==> src/rtl/limn2600_mem_pkg.sv <==
// Shared types and constants for the Limn2600 memory arbiter.
// Holds the FSM state and port-id encodings plus the word-alignment mask.
package limn2600_mem_pkg;

  localparam int unsigned ADDR_W = 32;

  typedef enum logic [1:0] {
    IDLE  = 2'd0,
    ISSUE = 2'd1,
    WAIT  = 2'd2
  } arb_state_e;

  typedef enum logic {
    PORT_IF = 1'b0,
    PORT_D  = 1'b1
  } port_id_e;

  localparam logic [1:0] ALIGN_MASK = 2'b11;

endpackage

==> src/rtl/limn2600_rr_arb2.sv <==
// Two-way round-robin pick: one-hot grant from a request pair and the last winner.
// Bit 0 is the fetch port, bit 1 the data port; last_grant=1 means data won last.
module limn2600_rr_arb2 (
  input  logic [1:0] req,
  input  logic       last_grant,
  output logic [1:0] gnt_c
);

  always_comb begin
    gnt_c = 2'b00;
    case (req)
      2'b01:   gnt_c = 2'b01;
      2'b10:   gnt_c = 2'b10;
      // On conflict the port that did not win last time goes first
      2'b11:   gnt_c = last_grant ? 2'b01 : 2'b10;
      default: gnt_c = 2'b00;
    endcase
  end

endmodule

==> src/rtl/limn2600_mem_arbiter.sv <==
// Arbitrates the single-ported Limn2600 memory bus between instruction fetch and data.
// One access outstanding at a time; aligned accesses take IDLE -> ISSUE -> WAIT.
module limn2600_mem_arbiter
  import limn2600_mem_pkg::*;
#(
  parameter int unsigned DATA_WIDTH     = 32,
  parameter int unsigned TIMEOUT_CYCLES = 16,
  localparam int unsigned TMO_W         = $clog2(TIMEOUT_CYCLES + 1)
) (
  input  logic                  clk,
  input  logic                  rst,
  input  logic                  if_req,
  input  logic [31:0]           if_addr,
  output logic                  if_ack,
  output logic                  if_err,
  output logic [DATA_WIDTH-1:0] if_rdata,
  input  logic                  d_req,
  input  logic                  d_we,
  input  logic [31:0]           d_addr,
  input  logic [DATA_WIDTH-1:0] d_wdata,
  output logic                  d_ack,
  output logic                  d_err,
  output logic [DATA_WIDTH-1:0] d_rdata,
  output logic                  mem_cs,
  output logic                  mem_we,
  output logic [31:0]           mem_addr,
  output logic [DATA_WIDTH-1:0] mem_wdata,
  input  logic                  mem_rdy,
  input  logic [DATA_WIDTH-1:0] mem_rdata
);

  arb_state_e            state_q, state_d;
  port_id_e              last_grant_q, last_grant_d;
  port_id_e              gnt_port_q, gnt_port_d;
  logic [TMO_W-1:0]      tmo_cnt_q, tmo_cnt_d;
  logic                  if_ack_q, if_ack_d;
  logic                  if_err_q, if_err_d;
  logic [DATA_WIDTH-1:0] if_rdata_q, if_rdata_d;
  logic                  d_ack_q, d_ack_d;
  logic                  d_err_q, d_err_d;
  logic [DATA_WIDTH-1:0] d_rdata_q, d_rdata_d;
  logic                  mem_cs_q, mem_cs_d;
  logic                  mem_we_q, mem_we_d;
  logic [ADDR_W-1:0]     mem_addr_q, mem_addr_d;
  logic [DATA_WIDTH-1:0] mem_wdata_q, mem_wdata_d;

  logic [1:0]            elig_c;
  logic [1:0]            gnt_c;
  port_id_e              sel_port_c;
  logic [ADDR_W-1:0]     sel_addr_c;
  logic                  sel_we_c;
  logic [DATA_WIDTH-1:0] sel_wdata_c;
  logic                  done_c;
  port_id_e              done_port_c;
  logic                  done_err_c;
  logic [DATA_WIDTH-1:0] done_rdata_c;
  logic [TMO_W-1:0]      tmo_next_c;

  // A port still holding req during its own ack cycle is not eligible
  assign elig_c[0] = if_req & ~if_ack_q;
  assign elig_c[1] = d_req  & ~d_ack_q;

  limn2600_rr_arb2 u_rr (
    .req        (elig_c),
    .last_grant (last_grant_q == PORT_D),
    .gnt_c      (gnt_c)
  );

  assign sel_port_c  = gnt_c[1] ? PORT_D : PORT_IF;
  assign sel_addr_c  = gnt_c[1] ? d_addr : if_addr;
  assign sel_we_c    = gnt_c[1] & d_we;
  assign sel_wdata_c = gnt_c[1] ? d_wdata : '0;
  assign tmo_next_c  = tmo_cnt_q + TMO_W'(1);

  // Next-state and completion logic
  always_comb begin
    state_d      = state_q;
    last_grant_d = last_grant_q;
    gnt_port_d   = gnt_port_q;
    tmo_cnt_d    = tmo_cnt_q;
    mem_cs_d     = 1'b0;
    mem_we_d     = mem_we_q;
    mem_addr_d   = mem_addr_q;
    mem_wdata_d  = mem_wdata_q;
    done_c       = 1'b0;
    done_port_c  = gnt_port_q;
    done_err_c   = 1'b0;
    done_rdata_c = '0;

    case (state_q)
      IDLE: begin
        if (|gnt_c) begin
          last_grant_d = sel_port_c;
          if ((sel_addr_c[1:0] & ALIGN_MASK) != 2'b00) begin
            done_c      = 1'b1;
            done_port_c = sel_port_c;
            done_err_c  = 1'b1;
          end else begin
            gnt_port_d  = sel_port_c;
            mem_cs_d    = 1'b1;
            mem_we_d    = sel_we_c;
            mem_addr_d  = sel_addr_c;
            mem_wdata_d = sel_wdata_c;
            state_d     = ISSUE;
          end
        end
      end
      ISSUE: begin
        tmo_cnt_d = '0;
        state_d   = WAIT;
      end
      WAIT: begin
        if (mem_rdy) begin
          done_c       = 1'b1;
          done_rdata_c = mem_we_q ? '0 : mem_rdata;
          state_d      = IDLE;
        end else begin
          tmo_cnt_d = tmo_next_c;
          if (tmo_next_c == TMO_W'(TIMEOUT_CYCLES)) begin
            done_c     = 1'b1;
            done_err_c = 1'b1;
            state_d    = IDLE;
          end
        end
      end
      default: state_d = IDLE;
    endcase

    if_ack_d   = done_c & (done_port_c == PORT_IF);
    if_err_d   = done_c & (done_port_c == PORT_IF) & done_err_c;
    if_rdata_d = (done_c && done_port_c == PORT_IF) ? done_rdata_c : if_rdata_q;
    d_ack_d    = done_c & (done_port_c == PORT_D);
    d_err_d    = done_c & (done_port_c == PORT_D) & done_err_c;
    d_rdata_d  = (done_c && done_port_c == PORT_D) ? done_rdata_c : d_rdata_q;
  end

  always_ff @(posedge clk) begin
    if (rst) begin
      state_q      <= IDLE;
      last_grant_q <= PORT_D;
      gnt_port_q   <= PORT_IF;
      tmo_cnt_q    <= '0;
      if_ack_q     <= 1'b0;
      if_err_q     <= 1'b0;
      if_rdata_q   <= '0;
      d_ack_q      <= 1'b0;
      d_err_q      <= 1'b0;
      d_rdata_q    <= '0;
      mem_cs_q     <= 1'b0;
      mem_we_q     <= 1'b0;
      mem_addr_q   <= '0;
      mem_wdata_q  <= '0;
    end else begin
      state_q      <= state_d;
      last_grant_q <= last_grant_d;
      gnt_port_q   <= gnt_port_d;
      tmo_cnt_q    <= tmo_cnt_d;
      if_ack_q     <= if_ack_d;
      if_err_q     <= if_err_d;
      if_rdata_q   <= if_rdata_d;
      d_ack_q      <= d_ack_d;
      d_err_q      <= d_err_d;
      d_rdata_q    <= d_rdata_d;
      mem_cs_q     <= mem_cs_d;
      mem_we_q     <= mem_we_d;
      mem_addr_q   <= mem_addr_d;
      mem_wdata_q  <= mem_wdata_d;
    end
  end

  assign if_ack    = if_ack_q;
  assign if_err    = if_err_q;
  assign if_rdata  = if_rdata_q;
  assign d_ack     = d_ack_q;
  assign d_err     = d_err_q;
  assign d_rdata   = d_rdata_q;
  assign mem_cs    = mem_cs_q;
  assign mem_we    = mem_we_q;
  assign mem_addr  = mem_addr_q;
  assign mem_wdata = mem_wdata_q;

endmodule
==> config.mk <==
export PLATFORM = sky130hd
export DESIGN_NAME = limn2600_mem_arbiter
export DESIGN_NICKNAME = d
export VERILOG_FILES = /design/src/rtl/limn2600_mem_pkg.sv /design/src/rtl/limn2600_rr_arb2.sv /design/src/rtl/limn2600_mem_arbiter.sv
export SDC_FILE = /design/constraint.sdc
export NUM_CORES = 1
export LEC_CHECK = 0
export CAP_MARGIN = 10
export CORE_UTILIZATION = 41
export DETAILED_ROUTE_END_ITERATION = 10
export PLACE_DENSITY = 0.81
export SLEW_MARGIN = 20
export SYNTH_ARGS = -nofsm -noshare
export SYNTH_HDL_FRONTEND = slang
export SYNTH_SLANG_ARGS = --single-unit
==> constraint.sdc <==
create_clock -name clk -period 2.1 [get_ports clk]
set_input_delay 0.42 -clock clk [delete_from_list [all_inputs] [get_ports clk]]
set_output_delay 0.42 -clock clk [all_outputs]
set_load 0.005 [all_outputs]
Word-level counts from Yosys, hierarchy flattened --
Cells that the tools add are included. Widths: inputs -> output; s select.
Storage, ports and cells: output and inout bits 134, register bits 143
Operators by class: $add $sub $neg 1, reduce and logical (&&, ||, !) cells 11, equality and inequality tests 10, mux-type cells 26, bitwise logic cells 13
Operators with widths (count):
- $mux 32 | 5
- $pmux 2 s3 | 2
- $mux 1 | 10
- $mux 2 | 5
- $pmux 5 s2 | 1
- $and 1x1->1 | 7
- $eq 2x2->1 const B | 3
- $ne 2x2->1 const B | 3
- $not 1->1 | 6
- $reduce_and 3->1 | 2
- $add 5x1->5 const B | 1
- $eq 5x5->1 const B | 1
- $mux 5 | 1
- $eq 2x1->1 const B | 2
- $pmux 1 s2 | 2
- $reduce_and 2->1 | 2
- $reduce_bool 2->1 | 2
- $ne 3x3->1 const B | 1
- $reduce_or 3->1 | 1
- $logic_and 1x1->1 | 2
- $logic_not 2->1 | 1
- $reduce_or 2->1 | 1

Logic depth before layout (Yosys ltp) --
depth in word-level cells 12, mapped depth 8

Modules after synthesis --
Synthesis repeated with hierarchy kept, for this count alone.
Unflattened totals: cell total of the unflattened synthesis 631, area, all modules 5774.3 µm²
Modules (own cells, without submodules):
- limn2600_mem_arbiter | cells each 628, times used 1, area an instance 5755.5 µm²
- limn2600_rr_arb2 | cells each 3, times used 1, area an instance 18.8 µm²

Least setup slack after synthesis --
OpenSTA, ideal clock, no wires.
path type input-to-reg, start point input port d_req, end point register if_rdata_q[10] (netlist: if_rdata[10]), slack 0.241 ns, cell stages on the path 8, data required time 2.028 ns, path buffers 3, arrival time 1.788 ns, path through nor2b_1 -> buf_2 -> a2111o_1 -> o221ai_2 -> o21bai_1 -> buf_4 -> buf_8 -> mux2i_1
On the way: longest elaborated chain between the ends 10, elaborated cells on any way between the ends 17
RTL lines:
- from (decl) | line limn2600_mem_arbiter.sv:17 | input logic d_req,
- $and 1x1->1 (*) | line limn2600_mem_arbiter.sv:61 | assign elig_c[1] = d_req & ~d_ack_q;
- $eq 2x2->1 or $eq 2x1->1 (tied branches) | line limn2600_rr_arb2.sv:11 | case (req)
- $pmux 2 s3 (*) | line limn2600_rr_arb2.sv:11
- $mux 32 | line limn2600_mem_arbiter.sv:70 | assign sel_addr_c = gnt_c[1] ? d_addr : if_addr;
- $reduce_bool 2->1 | line limn2600_mem_arbiter.sv:94 | if ((sel_addr_c[1:0] & ALIGN_MASK) != 2'b00) begin
- $mux 1 | line limn2600_mem_arbiter.sv:94
- $mux 1 | line limn2600_mem_arbiter.sv:92 | if (|gnt_c) begin
- $mux 1 | line limn2600_mem_arbiter.sv:90 | case (state_q)
- $not 1->1 | line limn2600_mem_arbiter.sv:131 | if_rdata_d = (done_c && done_port_c == PORT_IF) ? done_rdata_c : if_rdata_q;
- $logic_and 1x1->1 (*) | line limn2600_mem_arbiter.sv:131
- to (signal assigned) | line limn2600_mem_arbiter.sv:160 | if_rdata_q <= if_rdata_d;
- to (decl) | line limn2600_mem_arbiter.sv:38 | logic [DATA_WIDTH-1:0] if_rdata_q, if_rdata_d;
Mark *: on every way between the ends. The rest lies on a longest branch, timed or not. A chain may end at the register's enable or synchronous reset.

Final worst setup path --
start point input port d_req, end point register mem_wdata_q[18] (netlist: mem_wdata[18])
On the way: longest elaborated chain between the ends 7, elaborated cells on any way between the ends 11
RTL lines:
- $and 1x1->1 (*) | line limn2600_mem_arbiter.sv:61
- $eq 2x2->1 or $eq 2x1->1 (tied branches) | line limn2600_rr_arb2.sv:11
- $pmux 2 s3 (*) | line limn2600_rr_arb2.sv:11
- $mux 32 | line limn2600_mem_arbiter.sv:70
- $reduce_bool 2->1 | line limn2600_mem_arbiter.sv:94
- $not 1->1 (no line)
- $reduce_and 3->1 (no line)
- to (signal assigned) | line limn2600_mem_arbiter.sv:167 | mem_wdata_q <= mem_wdata_d;
- to (decl) | line limn2600_mem_arbiter.sv:45 | logic [DATA_WIDTH-1:0] mem_wdata_q, mem_wdata_d;
Marked as above.

==> impl_summary.md <==
Critical path
Along the worst path, the maximum fanout reaches 34. The origin of the critical flop-to-flop path is tmo_cnt_q[0]. The required time at the endpoint of the critical path is 2.44 ns. The register-to-register setup slack is 0.26 ns. The worst setup path is captured at a flop.

The cell depth of the worst flop-to-flop path is 6. The element type at the critical path start is an input pin. The worst register-to-register path ends at if_rdata[24]. The data arrival at the endpoint of the critical path is 2.33 ns.

The critical setup path kind is input pin to flop. Tracing the worst setup path back leads to its startpoint at d_req.

Synth
The cell type with the largest total area after synthesis is dfxtp_1. Synthesis produced 629 cells. The share of async-settable or async-resettable flops after synthesis is 0%. The sequential share of the synthesized area is 50.4%. The library cell with the highest instance count after synthesis is dfxtp_1. The flop and latch count out of synthesis is 143. By area the synthesized netlist is led by dfxtp_1 50%, mux2i_1 12%, nand2_1 8.7%.

The post-synth net total is 764. The commonest cells after synthesis are 143 x dfxtp_1, 132 x nand2_1, 79 x nor2_1. The Yosys warning count is 0. The most used flip-flop cell after synthesis is dfxtp_1. The average cell area after synthesis is 9.04 µm².

The number of distinct library cells after synthesis is 39. The post-synth design cell area is 0.00568 mm². In this run, synthesis inferred 0 flip-flops with an integrated enable. After synthesis, the largest area contributor takes up 50.4% of total cell area.

Global route
The global routing stage identified its most utilized layer as met2. Global routing used 23.1% of the available tracks. In the global route stage, met1 resource usage came out at 27.9%. The via count of the first global-routing pass is 5170. Global routing finished with a remaining overflow of 0. The first global-routing pass estimated 26.1 mm of wire. The pin count of the biggest net entering global routing is 68. For met3 alone, demand over resource in global routing was 7.56%. The number of antenna violations at the first check in global routing is 0. The met2 routing resource usage after global routing is 38.1%.

Die
The die footprint is 0.0143 mm². The number of primary I/O pins is 268. The die is 120 µm tall. The total area inside the core boundary comes to 0.0134 mm². The initial cell density of the core is 42.4%. In this run the horizontal extent of the chip is 120 µm. The row count is 42.

Placement
Once detailed placement completed, the half-perimeter wirelength came to 11.8 mm. The final weighted congestion in routability-driven placement is 0.791. During placement, the flow inserted port buffers numbering 267.

Finish
The layout overhead on the synthesized area is 63.3%. The footprint of the flip-flops and latches is 0.00286 mm². The total area of multi-input combinational cells is 0.00260 mm².

For this run, the post-layout net count is 1028. The repair_antennas step left the layout with diodes totalling 0. The fill cell instance count of the final layout is 1043.

In the final layout, the share of cells above drive strength 1 is 8.28%.

Clock tree
Buffers added to address setup during post-CTS repair amount to 0. Counting along the longest clock path gives a buffer depth of 2. The tree built by TritonCTS fans out to 143 sinks. The root buffer cell is clkbuf_16. Buffers inserted during clock tree synthesis total 17.

For this design, the CTS-stage hold fixing added 0 buffers. The CTS tree is yes. The count of H-tree levels built during CTS is 4. For the worst-skew pair, the clock arrives at the later sink with an insertion delay of 0.42 ns. After clock tree synthesis, the repair step resized 0 gates. The clock input transition at the sequential cells of the worst setup and hold paths is 0.06 ns.

Hold path
The worst hold path depth is 2. The worst min-delay path startpoint is rst. The path class of the tightest hold or removal check is input pin to flop. For hold timing, the worst endpoint is tmo_cnt_q[1].

Routing
In the routed layout, each cell is associated on average with a via count of 5.00. The detailed router placed 5410 vias in this run. After detailed routing, the number of remaining DRC violations is 0. The number of nets with antenna violations after routing is 0. Summed over all layers, the routed wires come to 16.7 mm. The routed wire length per instance is 15.4 µm.

The pre-antenna-repair detailed-routing pass consisted of 5 iterations. The initial detailed-routing violation count is 316.

Power
The maximum VDD drop is 0.536 mV. Summed over all cells, the static leakage comes to 3.65 nW. The power per cell area is 767 mW/mm².

STA
The slew at the pin closest to its max-slew limit is 0.700 ns. The number of pins exceeding their max-slew limit in the final report is 0. Counting I/O delays and the setup requirement, the final critical path takes 1.98 ns. The final number of setup-violating endpoints is 0. Setup repair after global routing left no endpoint under its margin. The clock skew after layout is 0.0123 ns. On the final layout, the worst hold slack is 0.332 ns. Headroom to the max-slew limit came out at 53.3%. The final count of hold timing violations is 0. The summed negative setup slack over all endpoints is 0 ns. Timing would allow up to 0.504 GHz. The final clock period utilization by the worst path is 94.4%.

Run
The total of max-cap violations is 0.

Status
The run finished with clean final reports.
[cells in the final DEF, fill, tap and decap left out, types with 2 or more instances in the layout]
cell type / netlist / routed
clkinv_4: 0 / 2
a21oi_1: 9 / 9
nand3_1: 33 / 33
and3_1: 4 / 4
inv_6: 0 / 3
clkdlybuf4s50_1: 0 / 266
nand2b_1: 8 / 8
o21ai_1: 3 / 2
a311oi_1: 30 / 30
a22oi_1: 34 / 34
bufinv_16: 0 / 3
o21a_1: 4 / 3
mux2i_1: 67 / 67
nor2b_1: 6 / 5
dfxtp_1: 143 / 143
nor2_1: 79 / 79
buf_12: 0 / 7
a31oi_1: 2 / 2
clkinv_2: 0 / 4
clkbuf_16: 0 / 17
buf_4: 4 / 24
nand2_1: 132 / 132
[cells by family after synthesis]
group / after synthesis / synth area share (%)
mux: 67 / 11.8
fa+ha+maj: 1 / 0.220
compound gates: 93 / 12.7
flops: 143 / 50.4
simple gates: 270 / 20.2
buf+inv: 55 / 4.67
[routing by layer]
metal / vias to the layer above / part of all wire, %
li1: 2704 / -
met4: 0 / 2.4
met5: - / 0
met2: 164 / 48
met1: 2512 / 43
met3: 30 / 6.8
[area by class of cell]
cell class | count | area share, %
Tap cell | 176 | 2.37
Clock buffer | 19 | 4.77
Multi-Input combinational cell | 431 | 28.0
Inverter | 2 | 0.0809
Sequential cell | 143 | 30.8
Clock inverter | 13 | 1.74
Timing Repair Buffer | 298 | 32.2
[where the power goes]
part | switching, W | internal [W] | total [W]
combinational | 0.000511 | 0.000667 | 0.00118
clock | 0.00117 | 0.00191 | 0.00307
sequential | 0.0000525 | 0.00281 | 0.00286
total | 0.00173 | 0.00538 | 0.00711
[how the worst max path moves through the flow]
stage / to / slack (ns) / depth (start not counted)
2_1_floorplan: if_rdata[10] / 0.24 / 8
3_3_place_gp: if_rdata[24] / -0.27 / 7
3_5_place_dp: if_rdata[0] / -0.32 / 7
4_1_cts: mem_wdata[18] / 0.13 / 8
5_1_grt: if_rdata[23] / 0.01 / 7
6_report: mem_wdata[18] / 0.12 / 8
[worst max-delay path: stages]
cell and delay (ns):
clkdlybuf4s50_1 0.45, nor2b_2 0.30, buf_4 0.33, nand3_1 0.19
nor3_4 0.20, buf_12 0.22, a22oi_1 0.09, nor2_1 0.12
[registers in the layout, summed over array words and instances (netlist names)]
register	cells
mem_cs	1
d_err	1
d_rdata	32
if_rdata	32
d_ack	1
mem_wdata	32
if_ack	1
last_grant_q	1
if_err	1
tmo_cnt_q	5
mem_we	1
gnt_port_q	1
state_q	2
mem_addr	32
[metrics by stage]
stage	utilization [%]	setup WS (ns)	power (W)	area (µm²)	cells
finish	69.3	0.117	0.00711	9280	1082
global route	69.3	0.0103	0.00741	9280	1082
detailed placement	64.7	-0.320	0.00410	8680	1050
CTS	69.3	0.127	0.00718	9280	1082
global placement	64.7	-0.273	0.00409	8680	1050
floorplan	-	0.241	0.00348	5680	629
No activity file was read; power rests on OpenSTA's default activity.
